## config.mk

```make
export PLATFORM = sky130hd
export DESIGN_NAME = fetch_decode_buffer
export DESIGN_NICKNAME = d
export VERILOG_FILES = /design/src/rtl/fetch_decode_buffer.sv
export SDC_FILE = /design/constraint.sdc
export NUM_CORES = 1
export LEC_CHECK = 0
export ABC_AREA = 1
export CAP_MARGIN = 10
export CORE_UTILIZATION = 50
export CTS_BUF_LIST = sky130_fd_sc_hd__clkbuf_8
export CTS_CLUSTER_DIAMETER = 120
export DETAILED_ROUTE_END_ITERATION = 10
export PLACE_DENSITY = 0.82
export SYNTH_ARGS = -nofsm -noshare
export SYNTH_HDL_FRONTEND = slang
export SYNTH_SLANG_ARGS = --single-unit
```

## constraint.sdc

```tcl
create_clock -name clock -period 4.3 [get_ports clock]
set_input_delay 0.43 -clock clock [delete_from_list [all_inputs] [get_ports clock]]
set_output_delay 0.43 -clock clock [all_outputs]
set_load 0.03 [all_outputs]
```

## src/rtl/fetch_decode_buffer.sv

```systemverilog
// Per-thread instruction FIFOs between fetch and decode: round-robin thread
// selection toward decode, per-thread fetch back-pressure and branch flush.
package fetch_decode_buffer_pkg;
  typedef enum logic {
    Single_Threaded = 1'b0,
    Multi_Threaded  = 1'b1
  } multithreading_mode_t;
endpackage

module fetch_decode_buffer
  import fetch_decode_buffer_pkg::*;
#(
  parameter int unsigned THR          = 2,
  parameter int unsigned DEPTH        = 4,
  parameter int unsigned STALL_MARGIN = 2,
  parameter int unsigned INSTR_W      = 32,
  parameter int unsigned PC_W         = 32,
  localparam int unsigned TID_W       = (THR > 1) ? $clog2(THR) : 1
) (
  input  logic                 clock,
  input  logic                 reset,
  input  multithreading_mode_t mt_mode,
  input  logic                 fetch_valid,
  input  logic [INSTR_W-1:0]   fetch_instr,
  input  logic [PC_W-1:0]      fetch_pc,
  input  logic [TID_W-1:0]     fetch_thread_id,
  input  logic                 fetch_xcpt_itlb_miss,
  input  logic                 fetch_xcpt_bus_error,
  input  logic [THR-1:0]       flush,
  output logic [THR-1:0]       stall_fetch,
  output logic                 decode_valid,
  input  logic                 decode_ready,
  output logic [INSTR_W-1:0]   decode_instr,
  output logic [PC_W-1:0]      decode_pc,
  output logic [TID_W-1:0]     decode_thread_id,
  output logic                 decode_xcpt_itlb_miss,
  output logic                 decode_xcpt_bus_error,
  output logic                 overflow_err
);

  localparam int unsigned PTR_W    = $clog2(DEPTH);
  localparam int unsigned OCC_W    = PTR_W + 1;
  localparam int unsigned STALL_AT = DEPTH - STALL_MARGIN;

  typedef struct packed {
    logic [INSTR_W-1:0] instr;
    logic [PC_W-1:0]    pc;
    logic               itlb_miss;
    logic               bus_error;
  } entry_t;

  entry_t           mem [THR][DEPTH];
  logic [PTR_W-1:0] rd_ptr [THR];
  logic [PTR_W-1:0] wr_ptr [THR];
  logic [OCC_W-1:0] occ [THR];
  logic [TID_W-1:0] last_grant;
  logic [TID_W-1:0] held_sel;
  logic             held;

  logic [THR-1:0]   eligible, nonempty, full, push_req, push, pop, drop_full;
  logic [TID_W-1:0] cand, rr_sel, sel;
  logic             xfer;
  entry_t           fetch_entry, head;

  assign fetch_entry = '{fetch_instr, fetch_pc, fetch_xcpt_itlb_miss, fetch_xcpt_bus_error};

  // Thread status; only thread 0 participates in single-threaded mode
  always_comb begin
    eligible    = '0;
    nonempty    = '0;
    full        = '0;
    stall_fetch = '0;
    for (int unsigned t = 0; t < THR; t++) begin
      eligible[t]    = (mt_mode == Multi_Threaded) || (t == 0);
      nonempty[t]    = eligible[t] && (occ[t] != '0);
      full[t]        = (occ[t] == OCC_W'(DEPTH));
      stall_fetch[t] = eligible[t] && (occ[t] >= OCC_W'(STALL_AT));
    end
  end

  // Round-robin search starting after the last granted thread
  always_comb begin
    cand   = '0;
    rr_sel = '0;
    for (int unsigned i = THR; i >= 1; i--) begin
      cand = TID_W'((32'(last_grant) + i) % THR);
      if (nonempty[cand]) rr_sel = cand;
    end
  end

  // A presented-but-unaccepted entry keeps its thread until it transfers
  assign sel          = held ? held_sel : rr_sel;
  assign decode_valid = nonempty[sel] && !flush[sel];
  assign xfer         = decode_valid && decode_ready;

  assign head                  = mem[sel][rd_ptr[sel]];
  assign decode_instr          = head.instr;
  assign decode_pc             = head.pc;
  assign decode_thread_id      = sel;
  assign decode_xcpt_itlb_miss = head.itlb_miss;
  assign decode_xcpt_bus_error = head.bus_error;

  // A full FIFO still accepts a push when its head leaves the same cycle
  always_comb begin
    push_req  = '0;
    push      = '0;
    pop       = '0;
    drop_full = '0;
    for (int unsigned t = 0; t < THR; t++) begin
      pop[t]       = xfer && (sel == TID_W'(t));
      push_req[t]  = fetch_valid && (fetch_thread_id == TID_W'(t)) && eligible[t] && !flush[t];
      push[t]      = push_req[t] && (!full[t] || pop[t]);
      drop_full[t] = push_req[t] && full[t] && !pop[t];
    end
  end

  always_ff @(posedge clock or negedge reset) begin
    if (!reset) begin
      for (int unsigned t = 0; t < THR; t++) begin
        rd_ptr[t] <= '0;
        wr_ptr[t] <= '0;
        occ[t]    <= '0;
      end
      last_grant   <= TID_W'(THR - 1);
      held         <= 1'b0;
      held_sel     <= '0;
      overflow_err <= 1'b0;
    end else begin
      for (int unsigned t = 0; t < THR; t++) begin
        if (flush[t]) begin
          rd_ptr[t] <= '0;
          wr_ptr[t] <= '0;
          occ[t]    <= '0;
        end else begin
          if (push[t]) wr_ptr[t] <= wr_ptr[t] + PTR_W'(1);
          if (pop[t])  rd_ptr[t] <= rd_ptr[t] + PTR_W'(1);
          if (push[t] && !pop[t])      occ[t] <= occ[t] + OCC_W'(1);
          else if (pop[t] && !push[t]) occ[t] <= occ[t] - OCC_W'(1);
        end
      end
      if (xfer) last_grant <= sel;
      held     <= decode_valid && !decode_ready;
      held_sel <= sel;
      if (|drop_full) overflow_err <= 1'b1;
    end
  end

  // Entry storage carries no reset; occupancy alone defines validity
  always_ff @(posedge clock) begin
    for (int unsigned t = 0; t < THR; t++) begin
      if (push[t]) mem[t][wr_ptr[t]] <= fetch_entry;
    end
  end

endmodule
```

==> metrics.md <==
| Metric | Value |
|---|---|
| Io pins | 145 |
| Die Y | 213.6 um |
| Area Overhead vs Synth | 15.66% |
| Final slew viol count | 0 |
| Sequential fraction of the synthesis area | 72.87% |
| Worst Path Arrival | 3.50 ns |
| CTS root buffer | clkbuf_8 |
| WL per Instance | 19.55 um |
| Initial Util | 50.61% |
| Post-Synthesis Cells | 1,808 |
| Antenna violations before repair | 5 |
| TritonCTS buffer count | 86 |
| CTS tree | yes |
| Post-synth EDFFs | 528 |
| Placed cell area | 0.02427 mm2 |
| Vias in the first global route | 14,230 |
| Post-CTS Resized | 0 |
| Remaining DRCs | 0 |
| Worst Path Required | 3.87 ns |
| Routed WL | 50,770 um |
| Worst hold path class | input port to asynchronous set/reset pin |
| Peak VDD IR | 0.6032 mV |
| Global-route wire length before repair | 77,570 um |
| Die Wd | 213.6 um |
| RSZ-0062 raised after global routing | no |
| DR pass1 iterations | 5 |
| Fraction of layout cells with a size suffix above 1 | 10.88% |
| Max_slew headroom | 9.558% |
| Max-cap violations | 0 |
| Leading area contributor after synthesis | edfxtp_1 |
| Syn_area_per_cell | 12.38 um2 |
| Finished Cell Area | 0.02588 mm2 |
| Least-Margin Pin Slew | 1.357 ns |
| Synth top area cells | edfxtp_1, nand3_1, nand2_1 |
| Nets@finish | 2,020 |
| Post-synth top cells | edfxtp_1, nand2_1, nand3_1, o211ai_1, clkbuf_1 |
| Grt total ovfl | 0 |
| P_leak | 9.280 nW |
| Setup CP Type | flip-flop to output pin |
| Post-layout minimum cycle time | 3.929 ns |
| Longest Clk Path Bufs | 3 |
| Synth Area in Simple Gates | 18.08% |
| HPWL after DPL | 25,370 um |
| Max FO, Critical Path | 72 |
| Synth Area in XOR/XNOR | 0.07827% |
| Share of the synthesized area in the top cell type | 70.85% |
| Count of input and output buffers | 144 |
| Mux cell area share after synthesis | 0% |
| Routability cong. | 0.7819 |
| Post-CTS Hold Buffers | 0 |
| Compound-gate portion of the synthesized area | 4.887% |
| Main synth FF type | edfxtp_1 |
| H-tree Lvls | 3 |
| Fmax | 0.2545 GHz |
| Crit start category | flip-flop |
| Pwr Density | 567.4 mW/mm2 |
| Row cnt | 77 |
| Clock transition at the registers of the reported paths | 0.06 ns |
| Synth Area in Adders | 0.6262% |
| Final Cycle Share | 91.37% |
| Mapped Nets | 1,892 |
| Synth Register Bits | 546 |
| Cell with the most instances after synthesis | edfxtp_1 |
| Fraction of registers with async set/reset | 3.297% |
| Total via count in the routed design | 14,900 |
| Crit. End Element | output pin |
| Fillcell total | 3,364 |
| Post-CTS setup buffer count | 0 |
| Final hold vios | 0 |
| GRT Util Overall | 22.24% |
| Yosys warnings | 0 |
| Clk_lat worst skew | 0.63 ns |
| Vias per cell | 5.735 |
| Final ANT Viol Nets | 0 |
| Core ar. | 0.04422 mm2 |
| Min Hold Slack | 0.2748 ns |
| Initial drt markers | 1,478 |
| Cell area after synthesis | 0.02238 mm2 |
| Die area | 0.04561 mm2 |
| Clock skew | 0.03698 ns |
| Clk sinks | 546 |
| Status | finished clean |
| Post-synthesis cell type count | 25 |
| Largest family of logic cells by synthesized area | simple AND/OR/NAND/NOR gates |
| Setup-failing EPs final | 0 |
| Largest net degree at the start of global routing | 265 |
-- where the power goes --
group          internal, W  switching (W)
Clock              0.00215        0.00193
Combinational      0.00146        0.00313
Sequential         0.00596      0.0000522
-- routing by layer --
| layer | wire length [um] | track usage (%) | share of wire [%] |
|---|---|---|---|
| met4 | 1173 | 8.818 | 2.3 |
| met3 | 4256 | 4.233 | 8.4 |
| met5 | 44 | 0 | 0.087 |
| met1 | 20670 | 30.38 | 41 |
| met2 | 24620 | 35.40 | 49 |
-- final timing paths --
kind | slack (ns) | endpoint | start | cells after the start
max reg2reg | 1.30 | mem[0][88] | occ[2] | 8
min in group clock | 0.45 | held | decode_ready | 2
min reg2reg | 0.46 | last_grant | last_grant | 2
min | 0.27 | occ[0] | reset | 1
max | 0.37 | decode_pc[24] | occ[2] | 10
max in group asynchronous | 3.51 | wr_ptr[1] | reset | 1
-- cells by family after synthesis --
kind of cell,count (synthesis)
xor gates and xnor gates,2
DFF,546
adders and majority gates,10
AOI/OAI and AO/OA,151
and+or+nand+nor,933
buffers and inverters,166
-- flip-flops by register name, indices dropped and copies added (netlist names) --
name and count:
last_grant 1, overflow_err 1, held 1, held_sel 1, occ 6, mem 528, rd_ptr 4, wr_ptr 4
-- through the flow --
step | util [%] | worst slack [ns] | TNS [ns] | power (W) | std cells
3_3_place_gp | 54.89 | 0.7709 | 0 | 0.01056 | 2440
2_1_floorplan | - | -0.3881 | -102.46 | 0.009230 | 1808
3_5_place_dp | 54.89 | 0.6525 | 0 | 0.01069 | 2440
6_report | 58.53 | 0.3711 | 0 | 0.01469 | 2597
5_1_grt | 58.53 | 0.1573 | 0 | 0.01539 | 2597
4_1_cts | 58.52 | 0.3597 | 0 | 0.01477 | 2595
-- cell type report --
cell class | instances | area, um2 | share of cell area (%)
sequential | 546 | 16310 | 63.00
multi-input combinational | 1096 | 5401 | 20.87
timing repair buffer | 171 | 1692 | 6.535
clock buffer | 88 | 1211 | 4.679
tap | 592 | 740.7 | 2.862
clock inverter | 67 | 395.4 | 1.528
inverter | 35 | 131.4 | 0.5076
antenna | 2 | 5.005 | 0.01934
-- layout by cell type, fill, tap and decap left out, types with 2 or more instances in the layout --
| cell | netlist | routed |
|---|---|---|
| edfxtp_1 | 528 | 528 |
| nand2_1 | 500 | 499 |
| nand3_1 | 413 | 413 |
| o211ai_1 | 132 | 132 |
| clkbuf_8 | 0 | 88 |
| clkdlybuf4s50_1 | 0 | 78 |
| buf_4 | 16 | 76 |
| inv_1 | 33 | 58 |
| clkinv_1 | 0 | 22 |
| dfrtp_1 | 17 | 17 |
| buf_12 | 0 | 17 |
| clkinv_2 | 0 | 11 |
| a21oi_1 | 8 | 8 |
| nor2_4 | 0 | 8 |
| o21ai_0 | 8 | 8 |
| ha_1 | 8 | 8 |
| nand4_1 | 6 | 6 |
| bufinv_16 | 0 | 4 |
| diode_2 | 0 | 2 |
| inv_2 | 2 | 2 |
| o21ai_4 | 0 | 2 |
| nor2_1 | 10 | 2 |
| xnor2_1 | 2 | 2 |
| fa_1 | 2 | 2 |
| clkinvlp_4 | 0 | 2 |
-- critical path, stage by stage (launching register included) --
cell      delay (ns)
dfrtp_1         0.43
o21ai_1         0.23
nand2_1         0.14
nand3_4         0.12
buf_4           0.46
buf_4           0.72
nand3_1         0.18
nand3_1         0.15
o211ai_1        0.09
nand2_1         0.13
buf_4           0.17
Power figures use the tool's default switching activity.
